==> src/rtl/alu_issue_ctrl.sv <==
// alu_issue_ctrl: four-state issue/capture/writeback sequencer driving a combinational ALU from an 8-entry register file.
// Defining ALU_IMM_EN adds in_imm_sel/in_imm so operand B can come from an immediate latched at accept.
module alu_issue_ctrl #(
    parameter int DATA_W    = 16,
    parameter int ADDR_W    = 3,
    parameter int REG_COUNT = 8,
    parameter int CTRL_W    = 3
) (
    input  logic              clk,
    input  logic              reset,
    input  logic              in_valid,
    output logic              in_ready,
    input  logic [CTRL_W-1:0] in_op,
    input  logic [ADDR_W-1:0] in_rd,
    input  logic [ADDR_W-1:0] in_rs1,
    input  logic [ADDR_W-1:0] in_rs2,
`ifdef ALU_IMM_EN
    input  logic              in_imm_sel,
    input  logic [DATA_W-1:0] in_imm,
`endif
    input  logic              ld_en,
    input  logic [ADDR_W-1:0] ld_addr,
    input  logic [DATA_W-1:0] ld_data,
    output logic [DATA_W-1:0] alu_a,
    output logic [DATA_W-1:0] alu_b,
    output logic [CTRL_W-1:0] alu_ctrl,
    input  logic [DATA_W-1:0] alu_result,
    output logic              wb_valid,
    output logic [ADDR_W-1:0] wb_addr,
    output logic [DATA_W-1:0] wb_data,
    output logic              flag_z,
    output logic              flag_n,
    output logic              busy
);
    typedef enum logic [1:0] {IDLE, ISSUE, CAPTURE, WRITEBACK} state_t;

    state_t            state;
    logic [DATA_W-1:0] regs [REG_COUNT];
    logic [CTRL_W-1:0] op_q;
    logic [ADDR_W-1:0] rd_q;
    logic [ADDR_W-1:0] rs1_q;
    logic [ADDR_W-1:0] rs2_q;
`ifdef ALU_IMM_EN
    logic              imm_sel_q;
    logic [DATA_W-1:0] imm_q;
`endif

    always_ff @(posedge clk or posedge reset) begin
        if (reset) begin
            state    <= IDLE;
            in_ready <= 1'b1;
            busy     <= 1'b0;
            wb_valid <= 1'b0;
            wb_addr  <= '0;
            wb_data  <= '0;
            flag_z   <= 1'b0;
            flag_n   <= 1'b0;
            alu_a    <= '0;
            alu_b    <= '0;
            alu_ctrl <= '0;
            op_q     <= '0;
            rd_q     <= '0;
            rs1_q    <= '0;
            rs2_q    <= '0;
`ifdef ALU_IMM_EN
            imm_sel_q <= 1'b0;
            imm_q     <= '0;
`endif
            for (int i = 0; i < REG_COUNT; i++) begin
                regs[i] <= '0;
            end
        end else begin
            // The writeback assignment below comes later, so it overrides a load to the same register.
            if (ld_en) begin
                regs[ld_addr] <= ld_data;
            end
            case (state)
                IDLE: begin
                    if (in_valid) begin
                        op_q     <= in_op;
                        rd_q     <= in_rd;
                        rs1_q    <= in_rs1;
                        rs2_q    <= in_rs2;
`ifdef ALU_IMM_EN
                        imm_sel_q <= in_imm_sel;
                        imm_q     <= in_imm;
`endif
                        in_ready <= 1'b0;
                        busy     <= 1'b1;
                        state    <= ISSUE;
                    end
                end
                ISSUE: begin
                    alu_a    <= regs[rs1_q];
`ifdef ALU_IMM_EN
                    alu_b    <= imm_sel_q ? imm_q : regs[rs2_q];
`else
                    alu_b    <= regs[rs2_q];
`endif
                    alu_ctrl <= op_q;
                    state    <= CAPTURE;
                end
                CAPTURE: begin
                    wb_data  <= alu_result;
                    flag_z   <= (alu_result == '0);
                    flag_n   <= alu_result[DATA_W-1];
                    wb_addr  <= rd_q;
                    wb_valid <= 1'b1;
                    state    <= WRITEBACK;
                end
                WRITEBACK: begin
                    regs[rd_q] <= wb_data;
                    wb_valid   <= 1'b0;
                    in_ready   <= 1'b1;
                    busy       <= 1'b0;
                    state      <= IDLE;
                end
                default: state <= IDLE;
            endcase
        end
    end
endmodule

==> config.mk <==
export PLATFORM = sky130hd
export DESIGN_NAME = alu_issue_ctrl
export DESIGN_NICKNAME = d
export VERILOG_FILES = /design/src/rtl/alu_issue_ctrl.sv
export SDC_FILE = /design/constraint.sdc
export NUM_CORES = 1
export LEC_CHECK = 0
export BUFFER_PORTS_ARGS = -buffer_cell sky130_fd_sc_hd__buf_4
export CAP_MARGIN = 20
export CORE_MARGIN = 2
export CORE_UTILIZATION = 50
export CTS_BUF_LIST = sky130_fd_sc_hd__clkbuf_2
export DETAILED_ROUTE_END_ITERATION = 6
export PLACE_DENSITY = 0.75
export SYNTH_ARGS = -nofsm -noshare
export SYNTH_HDL_FRONTEND = slang
export SYNTH_SLANG_ARGS = --single-unit
==> constraint.sdc <==
create_clock -name clk -period 6.2 [get_ports clk]
set_input_delay 0.62 -clock clk [delete_from_list [all_inputs] [get_ports clk]]
set_output_delay 0.62 -clock clk [all_outputs]
set_load 0.01 [all_outputs]
==> metrics <==
max-cap violations 0; switch share 0.435; vias per inst 6.07; Post-synth ARST share 1.00; CP arrival 3.26 ns; number of synthesized register bits 200; via count roughly 8,600; CTS buffer count 17; clock power share 0.104; Critical Setup Path Class flop to flop; Clock Sinks 200; I/O pins 110; Net Switching around 0.0028 W; die extent in x 154 µm; Post-Syn Nets about 1,100; core area approximately 22,000 µm²; status finished, final reports clean; Worst Reg2Reg Path Length in Cells 3; Worst setup SP type flop; Slew headroom 0.235; Resize count post-CTS 0; clk buf depth 2; CTS tree built; Compound-Gate Fraction of Synth Area 0.134; setup ws final between 3 and 4 ns; post-DR wirelength/cell approximately 22 µm; Worst Path Required around 6.9 ns; Worst-Margin Slew roughly 1.1 ns; initial antenna violation count 2; clock skew 0.0359 ns; R2R Path Start rs1_q[1]; Fmax achieved 0.392 GHz; Post-Place Cells between 1,000 and 1,500; Yosys Warn Count 0; RSZ-0062 raised after global routing false; largest family of logic cells by synthesized area multiplexers; overflow left after global routing 0; Pleak approximately 5.7 nW; synthesized area per cell 10.4 µm²; crit path time final 2.55 ns; final worst-path cycle share 0.412; Fillers between 1,500 and 2,000; Worst Hold End regs[115]; worst hold margin around 0.14 ns; Peak VDD IR around 0.00027 V; worst skew pair latency 0.81 ns; mapped cell area 11,200 µm²; Layout area overhead 11.0%; clock root cell clkbuf_2; Final Hold Viols 0; clk slew on worst S/H paths between 0.2 and 0.3 ns; final core occ 0.567; Pins Over Slew Limit 0; largest net degree at the start of global routing ~150; HPWL after DPL approximately 19,000 µm; I/O Buffers approximately 110; first-pass GRT wire length roughly 50,000 µm; Die ar. roughly 24,000 µm²; XOR/XNOR Fraction of Synth Area 0; sequential share of power 0.430; Starting Density 0.511; Die Height roughly 150 µm; vias in the first global route approximately 8,400; EDFF count, synth 0; Adder-Cell Fraction of Synth Area 0.00557; top-area cell type share of the netlist area 0.444; DR pass1 iterations 6; reg2reg end alu_a[6]; Post-Layout Cell Count around 1,400; ANT nets after route 0; Synth area leaders dfrtp_1, mux2i_1, nor2b_1; Mapped Cells ~1,100; Unique masters post-synth 33; flop2flop setup slack 3.65 ns; H-tree levels 4; Final Setup Violations 0; CP max FO 20; CP Capture Type flop; Post-Synth Simple-Gate Area 0.117; sequential share of the synthesized area 0.446; setup TNS 0 ns; number of DRC markers in iteration 0 roughly 740; Hold Crit Class input port to flop; hold wc startpoint ld_data[3]; Final GP Congestion 0.845; pre-CTS setup slack about 3.8 ns; Synth area leader dfrtp_1; Comb pwr share 0.467; P per Cell Area roughly 520 nW/µm²; Top FF cell, synth dfrtp_1; share of cells above drive strength 1 0.180; Residual DRC 0; nets@finish 1,187; GR Util All Layers 0.270; cell internal pwr 0.00366 W; mux cell area share after synthesis 0.236; worst hold path cell count 3; final WL roughly 32,000 µm; # rows 54
cell type report:
cell class,instances,area (µm²),share of cell area
Antenna cell,2,5.00,0.000402
Clock buffer,17,85.1,0.00683
Tap cell,280,350,0.0281
Sequential cell,200,5010,0.402
Multi-Input combinational cell,751,5550,0.446
Inverter,5,26.3,0.00211
Clock inverter,15,160,0.0129
Timing Repair Buffer,156,1260,0.101
state kept, by name, indices dropped and copies added, names as in the netlist:
register and cells:
regs 128, state 2, busy 1, rd_q 3
alu_a 16, in_ready 1, rs2_q 3, op_q 3
alu_b 16, wb_data 16, flag_z 1, alu_ctrl 3
wb_addr 3, rs1_q 3, wb_valid 1
repair_timing:
| action | 4_1_cts | 5_1_grt |
|---|---|---|
| setup buffers | 0 | 0 |
| endpoints found under the hold margin | 9 | 34 |
| setup endpoints to repair | 0 | 0 |
| hold buffers | 9 | 20 |
power groups by stage:
| stage | Sequential [W] | Clock, W | Combinational [W] |
|---|---|---|---|
| after floorplan | 0.00242 | 0 | 0.00233 |
| after global placement | 0.00275 | 0 | 0.00290 |
| after detailed placement | 0.00278 | 0 | 0.00297 |
| after CTS | 0.00275 | 0.000681 | 0.00298 |
| after global routing | 0.00286 | 0.000736 | 0.00330 |
| final | 0.00278 | 0.000673 | 0.00302 |
worst max-delay path by stage:
stage	slack (ns)	to	startpoint	cells after the start
final	3.65	alu_a[6]	rs1_q[1]	3
after floorplan	0.13	alu_a[0]	reset	1
after global routing	3.67	alu_a[13]	rs1_q[0]	4
after detailed placement	3.82	rs1_q[0]	reset	3
after global placement	3.82	rs1_q[0]	reset	3
after CTS	3.78	alu_a[6]	rs1_q[1]	3
Yosys cell counts (2+ instances only):
cell type	instances
mux2_2	35
inv_1	5
dfrtp_1	199
nand4b_1	6
clkbuf_2	2
buf_1	10
ha_1	5
nand2b_1	2
o21ai_1	34
nand3_1	32
a22oi_1	32
mux2i_1	225
buf_6	9
nor2_1	68
a211o_1	32
clkbuf_1	55
nor2b_1	67
a41o_1	32
nand2_1	66
buf_2	18
buf_8	2
and4bb_2	5
o21ai_0	31
a21oi_1	68
nand4_1	2
buf_4	26
nor4_1	4
placed cells by master, fill, tap and decap left out, drive strengths merged:
cell type	count
a211o	32
a21oi	68
a22oi	32
a41o	32
and4bb	6
buf	127
bufinv	3
clkbuf	17
clkinv	10
clkinvlp	2
dfrtp	199
dfstp	1
diode	2
dlygate4sd3	29
ha	5
inv	5
mux2	35
mux2i	225
nand2	66
nand2b	2
nand3	32
nand4	3
nand4b	6
nor2	68
nor2b	67
nor3	1
nor4	4
nor4b	2
o21ai	65
metal layers:
metal,global-route usage,wire length (µm),part of all wire
met1,0.384,14100,0.44
met2,0.412,14400,0.45
met3,0.0586,2560,0.080
met4,0.0917,886,0.028
met5,0,0,0
stage by stage:
step | power (W) | area (µm²)
global placement | 0.00565 | 11900
detailed placement | 0.00574 | 11900
floorplan | 0.00475 | 11200
global route | 0.00690 | 12500
CTS | 0.00641 | 12200
finish | 0.00648 | 12500
worst max-delay path, stage by stage (launching register included):
cell     delay [ns]
dfrtp_1        0.99
nor2b_2        0.95
a22oi_1        0.24
a41o_1         0.27
cell families (layout without fill, tap and decap cells):
logic type	count (synthesis)	count (layout)
multiplexers	260	260
AND/OR/NAND/NOR	257	257
AO/OA/AOI/OAI	229	229
flip-flops	200	200
buffers and inverters	127	193
adder cells (fa/ha/maj)	5	5
other	0	2
Power figures use the tool's default switching activity.
